`src/rtl/parallel_to_serial.sv`:
```
// Serialises an N-bit result word into N/8 bytes, MSB first, for a byte-wide UART TX core.
// Each byte is a one-cycle tx_valid strobe; later bytes wait for the transmitter's busy flag to fall.
module parallel_to_serial #(
  parameter int N         = 32,
  parameter int Ndiv4log2 = 3
) (
  input  logic         iCE_CLK,
  input  logic         rst_n,
  input  logic         rx_valid,
  input  logic [N-1:0] rx_bytes,
  input  logic         is_transmitting,
  output logic [7:0]   tx_byte,
  output logic         tx_valid
);

  localparam int NBYTES = N / 8;
  localparam logic [Ndiv4log2-1:0] LAST_COUNT = Ndiv4log2'(NBYTES);
  localparam logic [Ndiv4log2-1:0] ONE        = Ndiv4log2'(1);

  typedef enum logic [1:0] {
    IDLE,
    SEND,
    DRAIN
  } state_t;

  state_t               state;
  logic [N-1:0]         shreg;
  logic [Ndiv4log2-1:0] count;
  logic                 rx_valid_q;
  logic                 is_transmitting_q;
  logic                 rx_rise;
  logic                 tx_fall;

  // rx_valid_q clears on reset, so a word already presented at reset release still loads.
  assign rx_rise = rx_valid & ~rx_valid_q;
  assign tx_fall = ~is_transmitting & is_transmitting_q;

  always_ff @(posedge iCE_CLK or negedge rst_n) begin
    if (!rst_n) begin
      state             <= IDLE;
      shreg             <= '0;
      count             <= '0;
      rx_valid_q        <= 1'b0;
      is_transmitting_q <= 1'b0;
      tx_byte           <= 8'h00;
      tx_valid          <= 1'b0;
    end else begin
      rx_valid_q        <= rx_valid;
      is_transmitting_q <= is_transmitting;
      tx_valid          <= 1'b0;

      case (state)
        IDLE: begin
          if (rx_rise) begin
            tx_byte  <= rx_bytes[N-1 -: 8];
            tx_valid <= 1'b1;
            shreg    <= rx_bytes << 8;
            count    <= ONE;
            state    <= (NBYTES > 1) ? SEND : DRAIN;
          end
        end

        SEND: begin
          // Only a busy-flag falling edge advances; rx activity is ignored mid-word.
          if (tx_fall) begin
            tx_byte  <= shreg[N-1 -: 8];
            tx_valid <= 1'b1;
            shreg    <= shreg << 8;
            count    <= count + ONE;
            if (count + ONE == LAST_COUNT) begin
              state <= DRAIN;
            end
          end
        end

        DRAIN: begin
          // Last byte is on the wire; return to IDLE once it completes.
          if (tx_fall) begin
            state <= IDLE;
          end
        end

        default: begin
          state <= IDLE;
        end
      endcase
    end
  end

endmodule

```
`config.mk`:
```
export PLATFORM = sky130hd
export DESIGN_NAME = parallel_to_serial
export DESIGN_NICKNAME = d
export VERILOG_FILES = /design/src/rtl/parallel_to_serial.sv
export SDC_FILE = /design/constraint.sdc
export NUM_CORES = 1
export LEC_CHECK = 0
export ABC_AREA = 1
export BUFFER_PORTS_ARGS = -buffer_cell sky130_fd_sc_hd__buf_2
export CAP_MARGIN = 20
export CORE_ASPECT_RATIO = 1.4
export CORE_MARGIN = 2
export CORE_UTILIZATION = 45
export CTS_CLUSTER_DIAMETER = 40
export DETAILED_ROUTE_END_ITERATION = 6
export GPL_TIMING_DRIVEN = 0
export PLACE_DENSITY = 0.69
export SYNTH_ARGS = -nofsm -noshare
export SYNTH_HDL_FRONTEND = slang
export SYNTH_SLANG_ARGS = --single-unit
```
`constraint.sdc`:
```
create_clock -name iCE_CLK -period 3.65 [get_ports iCE_CLK]
set_input_delay 0.365 -clock iCE_CLK [delete_from_list [all_inputs] [get_ports iCE_CLK]]
set_output_delay 0.365 -clock iCE_CLK [all_outputs]
set_load 0.01 [all_outputs]
```
==> key figures, run 1 <==
Run status
  • Status: completed

Routing
  • DRT antenna net count: 0
  • Vias per cell: 4.91
  • Drc violations: 0
  • DRT Pass-1 Iters: 4
  • Vias: 1,585
  • Drt initial violations: 30
  • Wire per inst: 11.8 microns
  • Routed wire length: 3.83 mm

Clock network
  • Hold buffers post-CTS: 0
  • Num CTS Buffers: 5
  • H-tree level count: 2
  • Clock transition at path regs: 0.07 ns
  • Clk buf depth: 2
  • CTS root buf: clkbuf_8
  • Clock sinks: 40
  • Postcts setup bufs: 0
  • TritonCTS clock tree: done
  • CTS resizes: 0
  • Clock Latency Late Sink: 0.29 ns

Logic synthesis
  • Simple-Gate Fraction of Synth Area: 18.2%
  • Synthesized instance count: 229
  • Synth warn: 0
  • Synth Area in Compound Gates: 15.5%
  • Register bit total from synthesis: 40
  • Post-synth top area cell: dfrtp_1
  • Register area share after synthesis: 53.6%
  • Syn Nets: 267
  • Combinational family with the most area after synthesis: simple AND/OR/NAND/NOR gates
  • XOR/XNOR Fraction of Synth Area: 0%
  • Adder-cell share of the synthesized area: 1.34%
  • Multiplexer share of the synthesized area: 0%
  • Post-synth top area share: 53.6%
  • Syn_area_per_cell: 8.15 sq um
  • Synthesized area: 1870 sq um
  • Dominant cells by area after synthesis: dfrtp_1, nand2_1, o21ai_0, inv_1, o21ai_1
  • Synth unique cells: 17

STA
  • RSZ-0062 raised after global routing: no
  • Relative slew slack: 43.0%
  • Final setup viols: 0
  • FMAX: 728 MHz
  • Actual slew at the worst max-slew pin: 0.855 ns
  • Final setup TNS: 0 ns
  • Tcrit/Tclk final: 37.6%
  • Slew Viols, Final: 0
  • Hold slack: 0.182 ns
  • Max Clock Skew: 0.00725 ns
  • Final worst slack: 2.28 ns
  • Hold Fails Final Rpt: 0
  • Fin crit period: 1.37 ns

Layout
  • Most frequent cells in the layout: nand2_1, buf_2, dfrtp_1, inv_1, o21ai_0
  • Fraction of layout cells with a size suffix above 1: 23.2%
  • Nets: 318
  • N_diodes: 0
  • Design area: 2220 sq um
  • Most common cell after layout, fill and taps aside: nand2_1
  • P&R area growth vs syn: 18.8%
  • Finished Layout Cells: 323
  • Post-layout util: 56.1%

Power and ir drop
  • Tot Pwr: 1.79 mW
  • Maximum vdd ir drop: 0.000526 V
  • Power Dens Cells: 808 nW/um^2
  • P_leak: 1.14 nW

Placement
  • Dpl hpwl: 2.80 mm
  • Placed Instances: 316
  • Gpl congestion: 0.723
  • Pre-CTS setup slack: 2.25 ns
  • Post-DP Area: 2140 sq um
  • I/O Buffers: 44

Global routing
  • GR Overflow Total: 0
  • Initial antenna violation count: 0
  • Vias in the first global route: 1,592
  • First-pass GRT wire length: 6.71 mm
  • Overall Global Routing Usage: 18.6%
  • Largest net degree at the start of global routing: 41

Setup path
  • Critical path launch point: state[0]
  • Critical Path Slowest Stage Cell: dfrtp_1
  • Largest stage delay on the critical path: 0.42 ns
  • Critical path type: reg -> reg
  • Startpoint types: flip-flop
  • Worst reg2reg startpoint: state[0]
  • CP endpoint kind: flip-flop
  • Maximum fanout along the worst path: 10
  • Crit path required time: 3.82 ns
  • Arr. time, crit path: 1.54 ns
  • Cell Chain, Critical Path: nor2_1, nand3_2, nand2_2, buf_6, buf_4, a21oi_1

Die
  • Die Height: 80.2 microns
  • IO Count: 45
  • Die area: 4690 sq um
  • Die Span X: 58.4 microns
  • Starting Density: 47.2%
  • Row cnt: 27
  • Core area: 3950 sq um

Min path
  • Worst Hold Class: in -> async

Run
  • MaxCap Viol Count: 0
-- path summary, 6_finish.rpt --
check	end	slack, ns	depth (start not counted)
max	tx_byte[0]	2.28	6
max reg2reg	tx_byte[0]	2.28	6
min	shreg[9]	0.18	1
min reg2reg	count[0]	0.51	1
min in group iCE_CLK	rx_valid_q	0.21	1
max in group asynchronous	count[1]	2.93	1
-- worst max-delay path, delay by kind of cell, from the launching register on --
kind                   cells  cell delay [ns]
buffers and inverters      2             0.33
AOI/OAI and AO/OA          1             0.08
and+or+nand+nor            3             0.42
DFF                        1             0.42
-- layer usage --
layer / vias to the layer above / share of wire, % / GRT usage, %
met4: 0 / 1.5 / 6.28
met2: 36 / 49 / 32.5
li1: 821 / - / -
met5: - / 0 / 0
met3: 6 / 4.7 / 4.67
met1: 722 / 45 / 21.7
-- sequential cells by signal, indices dropped and copies added, names as in the netlist --
signal,flops
is_transmitting_q,1
rx_valid_q,1
count,3
shreg,24
tx_byte,8
state,2
tx_valid,1
-- cell usage after synthesis --
cell type,count
buf_4,2
buf_2,6
buf_6,3
a21oi_1,9
o21ai_0,31
clkbuf_1,2
nor2_1,11
nand2_1,55
inv_1,32
nand3_2,1
ha_1,2
o21ai_1,18
nand3_1,14
dfrtp_1,40
nor2_2,1
inv_2,1
nand2_2,1
-- area by class of cell --
class,count,area (sq um)
repair buffers,44,220
fillers,381,1730
plain buffers,13,86.3
clock inverters,1,5.00
multi-input cells,143,656
well taps,43,53.8
clock buffers,6,72.6
flip-flops and latches,40,1000
inverters,33,124
-- kinds of logic after synthesis --
| family | count (synthesis) |
|---|---|
| compound gates | 58 |
| fa+ha+maj | 2 |
| buf+inv | 46 |
| flops | 40 |
| simple gates | 83 |
-- power by group --
part	leakage [nW]	switching, mW	internal, mW
clock	0.0410	0.143	0.130
sequential	0.492	0.0748	0.636
combinational	0.611	0.507	0.301
Power figures use the tool's default switching activity.
==> run 2, diff against run 1 <==
Settings changed: ABC_AREA 1 to 0.
Clock period 3.65 ns to 1.3 ns, I/O delays scaled along.
==> run 2 against run 1 <==
The flow now finishes with violations (negative setup slack). Synthesized cell count shrank 47%. Clock power increased to 3.2 times the previous value. Cell count shrank 28%. Combinational power rose to 3.4 times the previous value. Register-to-register slack got worse by 2.6 ns. Synthesized area rose by 3.0%. Via count down 22%. Sequential power rose to 2.9 times the previous value. Die area increased by 2.8%. Critical endpoint is now shreg[31]. Largest cell class unchanged. Largest power group unchanged.
==> key figures, run 2 <==
Run status
  • Status: finished with violations
  • Failing checks: negative setup slack

Routing
  • Wire per inst: 20.1 microns (+70%)
  • DRT antenna net count: 0 (unchanged)
  • Vias: 1,235 (-22%)
  • DRT Pass-1 Iters: 4 (unchanged)
  • Drc violations: 0 (unchanged)
  • Vias per cell: 5.28 (+7.6%)
  • Routed wire length: 4.71 mm (+23%)
  • Drt initial violations: 54 (+80%)

Placement
  • Dpl hpwl: 2.63 mm (-6.0%)
  • I/O Buffers: 44 (unchanged)
  • Gpl congestion: 0.714 (-1.2%)
  • Post-DP Area: 2200 sq um (+2.7%)
  • Placed Instances: 211 (-33%)
  • Pre-CTS setup slack: -0.601 ns (-2.85 ns)

Min path
  • Worst Hold Class: in -> reg
  • Cells on Worst Hold Path: 2
  • Hold Path Sink: shreg[11]
  • Beginning of the worst hold path: rx_bytes[3]

Setup path
  • Reg2reg end: shreg[31]
  • Largest stage delay on the critical path: 0.41 ns (about the same)
  • CP top delay family: buffers and inverters
  • Arr. time, crit path: 1.83 ns (+0.29 ns)
  • Critical path type: reg -> reg
  • Critical Path Slowest Stage Cell: dfrtp_1
  • R2R cell count: 6 (unchanged)
  • Crit path required time: 1.49 ns (-2.33 ns)
  • Maximum fanout along the worst path: 5 (-5)
  • Cell Chain, Critical Path: buf_6, nor4b_4, a21oi_4, clkinv_4, clkbuf_16, mux2_4
  • Worst path buffer plus inverter count: 3 (+1)
  • Worst reg2reg startpoint: state[0]
  • Startpoint types: flip-flop
  • Worst reg-to-reg setup slack: -0.34 ns (-2.62 ns)
  • CP endpoint kind: flip-flop

Clock network
  • Clock Latency Late Sink: 0.30 ns (about the same)
  • Num CTS Buffers: 5 (unchanged)
  • H-tree level count: 2 (unchanged)
  • Clock transition at path regs: 0.08 ns (about the same)
  • TritonCTS clock tree: done
  • Clock sinks: 40 (unchanged)
  • CTS root buf: clkbuf_8
  • Clk buf depth: 2 (unchanged)

Power and ir drop
  • Maximum vdd ir drop: 0.000950 V (+80%)
  • Power Dens Cells: 2170 nW/um^2 (+170%)
  • P_leak: 1.31 nW (+14%)
  • Tot Pwr: 5.65 mW (+220%)

Die
  • Row cnt: 28 (+3.7%)
  • IO Count: 45 (unchanged)
  • Die Height: 81.4 microns (+1.4%)
  • Die area: 4820 sq um (+2.8%)
  • Core area: 4170 sq um (+5.5%)
  • Starting Density: 46.1% (-1.1 points)
  • Die Span X: 59.3 microns (+1.4%)

Logic synthesis
  • Syn_area_per_cell: 15.8 sq um (+93%)
  • Synth top cells by count: dfrtp_1, mux2_2, mux2_4
  • Post-synth top area share: 52.0% (-1.6 points)
  • Synth warn: 0 (unchanged)
  • Post-synth top area cell: dfrtp_1
  • Synth unique cells: 23 (+6)
  • Register area share after synthesis: 52.0% (-1.6 points)
  • Number of enable flip-flop cells after synthesis: 0 (unchanged)
  • Register bit total from synthesis: 40 (unchanged)
  • Async SR Flop Fraction: 100% (unchanged)
  • Dominant cells by area after synthesis: dfrtp_1, mux2_2, mux2_4, a22o_1, buf_12
  • Synthesized instance count: 122 (-47%)
  • Synthesized area: 1920 sq um (+3.0%)
  • Synth Flop Type: dfrtp_1
  • Syn Nets: 160 (-40%)
  • Most frequent cell after synthesis: dfrtp_1

Layout
  • N_diodes: 0 (unchanged)
  • Fraction of layout cells with a size suffix above 1: 67.7% (+45 points)
  • Most common cell after layout, fill and taps aside: buf_2
  • Most frequent cells in the layout: buf_2, dfrtp_1, mux2_4, mux2_2, a22o_1
  • Register with the highest flop count: shreg
  • Finished Layout Cells: 234 (-28%)
  • Largest registers: shreg: 24 flops, tx_byte: 8 flops, count: 3 flops
  • P&R area growth vs syn: 35.7%
  • Post-layout util: 62.6% (+6.4 points)
  • Design area: 2610 sq um (+18%)
  • Nets: 226 (-29%)
  • Max FFs per register: 24 (unchanged)

Global routing
  • First-pass GRT wire length: 7.09 mm (+5.8%)
  • Vias in the first global route: 1,416 (-11%)
  • Overall Global Routing Usage: 20.7% (+2.1 points)
  • Largest net degree at the start of global routing: 41 (unchanged)
  • Initial antenna violation count: 0 (unchanged)
  • GR Overflow Total: 0 (unchanged)

STA
  • Max Clock Skew: 0.00429 ns (-0.00296 ns)
  • FMAX: 609 MHz (-16%)
  • Final setup viols: 37 (+37)
  • Actual slew at the worst max-slew pin: 0.561 ns (-0.294 ns)
  • Relative slew slack: 62.6% (+20 points)
  • Hold slack: 0.0597 ns (-0.122 ns)
  • Final worst slack: -0.343 ns (-2.62 ns)
  • Final setup TNS: -10.24 ns (-10.24 ns)
  • Tcrit/Tclk final: 126% (+89 points)
  • Hold Fails Final Rpt: 0 (unchanged)
  • Slew Viols, Final: 0 (unchanged)
  • RSZ-0062 raised after global routing: yes
  • Fin crit period: 1.64 ns (+0.270 ns)

Run
  • MaxCap Viol Count: 0 (unchanged)
-- run 2: logic make-up after synthesis --
family,after synthesis,synth area share (%)
AOI/OAI and AO/OA,14,6.44
xor gates and xnor gates,1,0.456
adders and majority gates,2,1.30
buffers and inverters,7,3.71
DFF,40,52.0
muxes,48,31.8
and+or+nand+nor,10,4.23
-- run 2: worst reg2reg max path, stage by stage, from the launching register on --
cell and delay (ns):
dfrtp_1 0.41, buf_6 0.13, nor4b_4 0.33, a21oi_4 0.08, clkinv_4 0.13, clkbuf_16 0.17
mux2_4 0.29
-- run 2: final cells by class --
type / instances / area (sq um)
buffer: 5 / 91.3
clock buffer: 6 / 82.6
clock inverter: 2 / 10.0
fill: 307 / 1560
inverter: 1 / 8.76
multi-input combinational: 75 / 923
sequential: 40 / 1000
tap: 45 / 56.3
timing repair buffer: 60 / 434
-- run 2: worst max path at each step --
stage,start,end,slack [ns],cells after the start
2_1_floorplan,state[1],shreg[25],-0.36,5
3_3_place_gp,state[1],shreg[27],-0.59,5
3_5_place_dp,state[1],tx_byte[0],-0.60,5
4_1_cts,state[1],shreg[16],-0.32,5
5_1_grt,state[0],shreg[31],-0.36,6
6_report,state[0],shreg[31],-0.34,6
-- run 2: repair_timing --
item,in CTS,in global routing
pin swaps,1,2
setup endpoints to repair,37,38
buffers inserted,8,3
hold buffers,3,0
gates cloned,1,2
gates resized for setup,18,16
hold endpoints to repair,42,0
-- run 2: metal layers --
layer  global-route usage [%]  wire length, microns
met1                     23.6                  1880
met2                     35.9                  2580
met3                     5.41                   156
met4                     8.41                    92
met5                        0                     0
-- run 2: report_power, final --
group | total, mW | internal [mW] | leakage [nW] | switching (mW)
combinational | 2.72 | 1.77 | 0.754 | 0.952
clock | 0.868 | 0.424 | 0.0510 | 0.445
sequential | 2.06 | 1.73 | 0.504 | 0.333
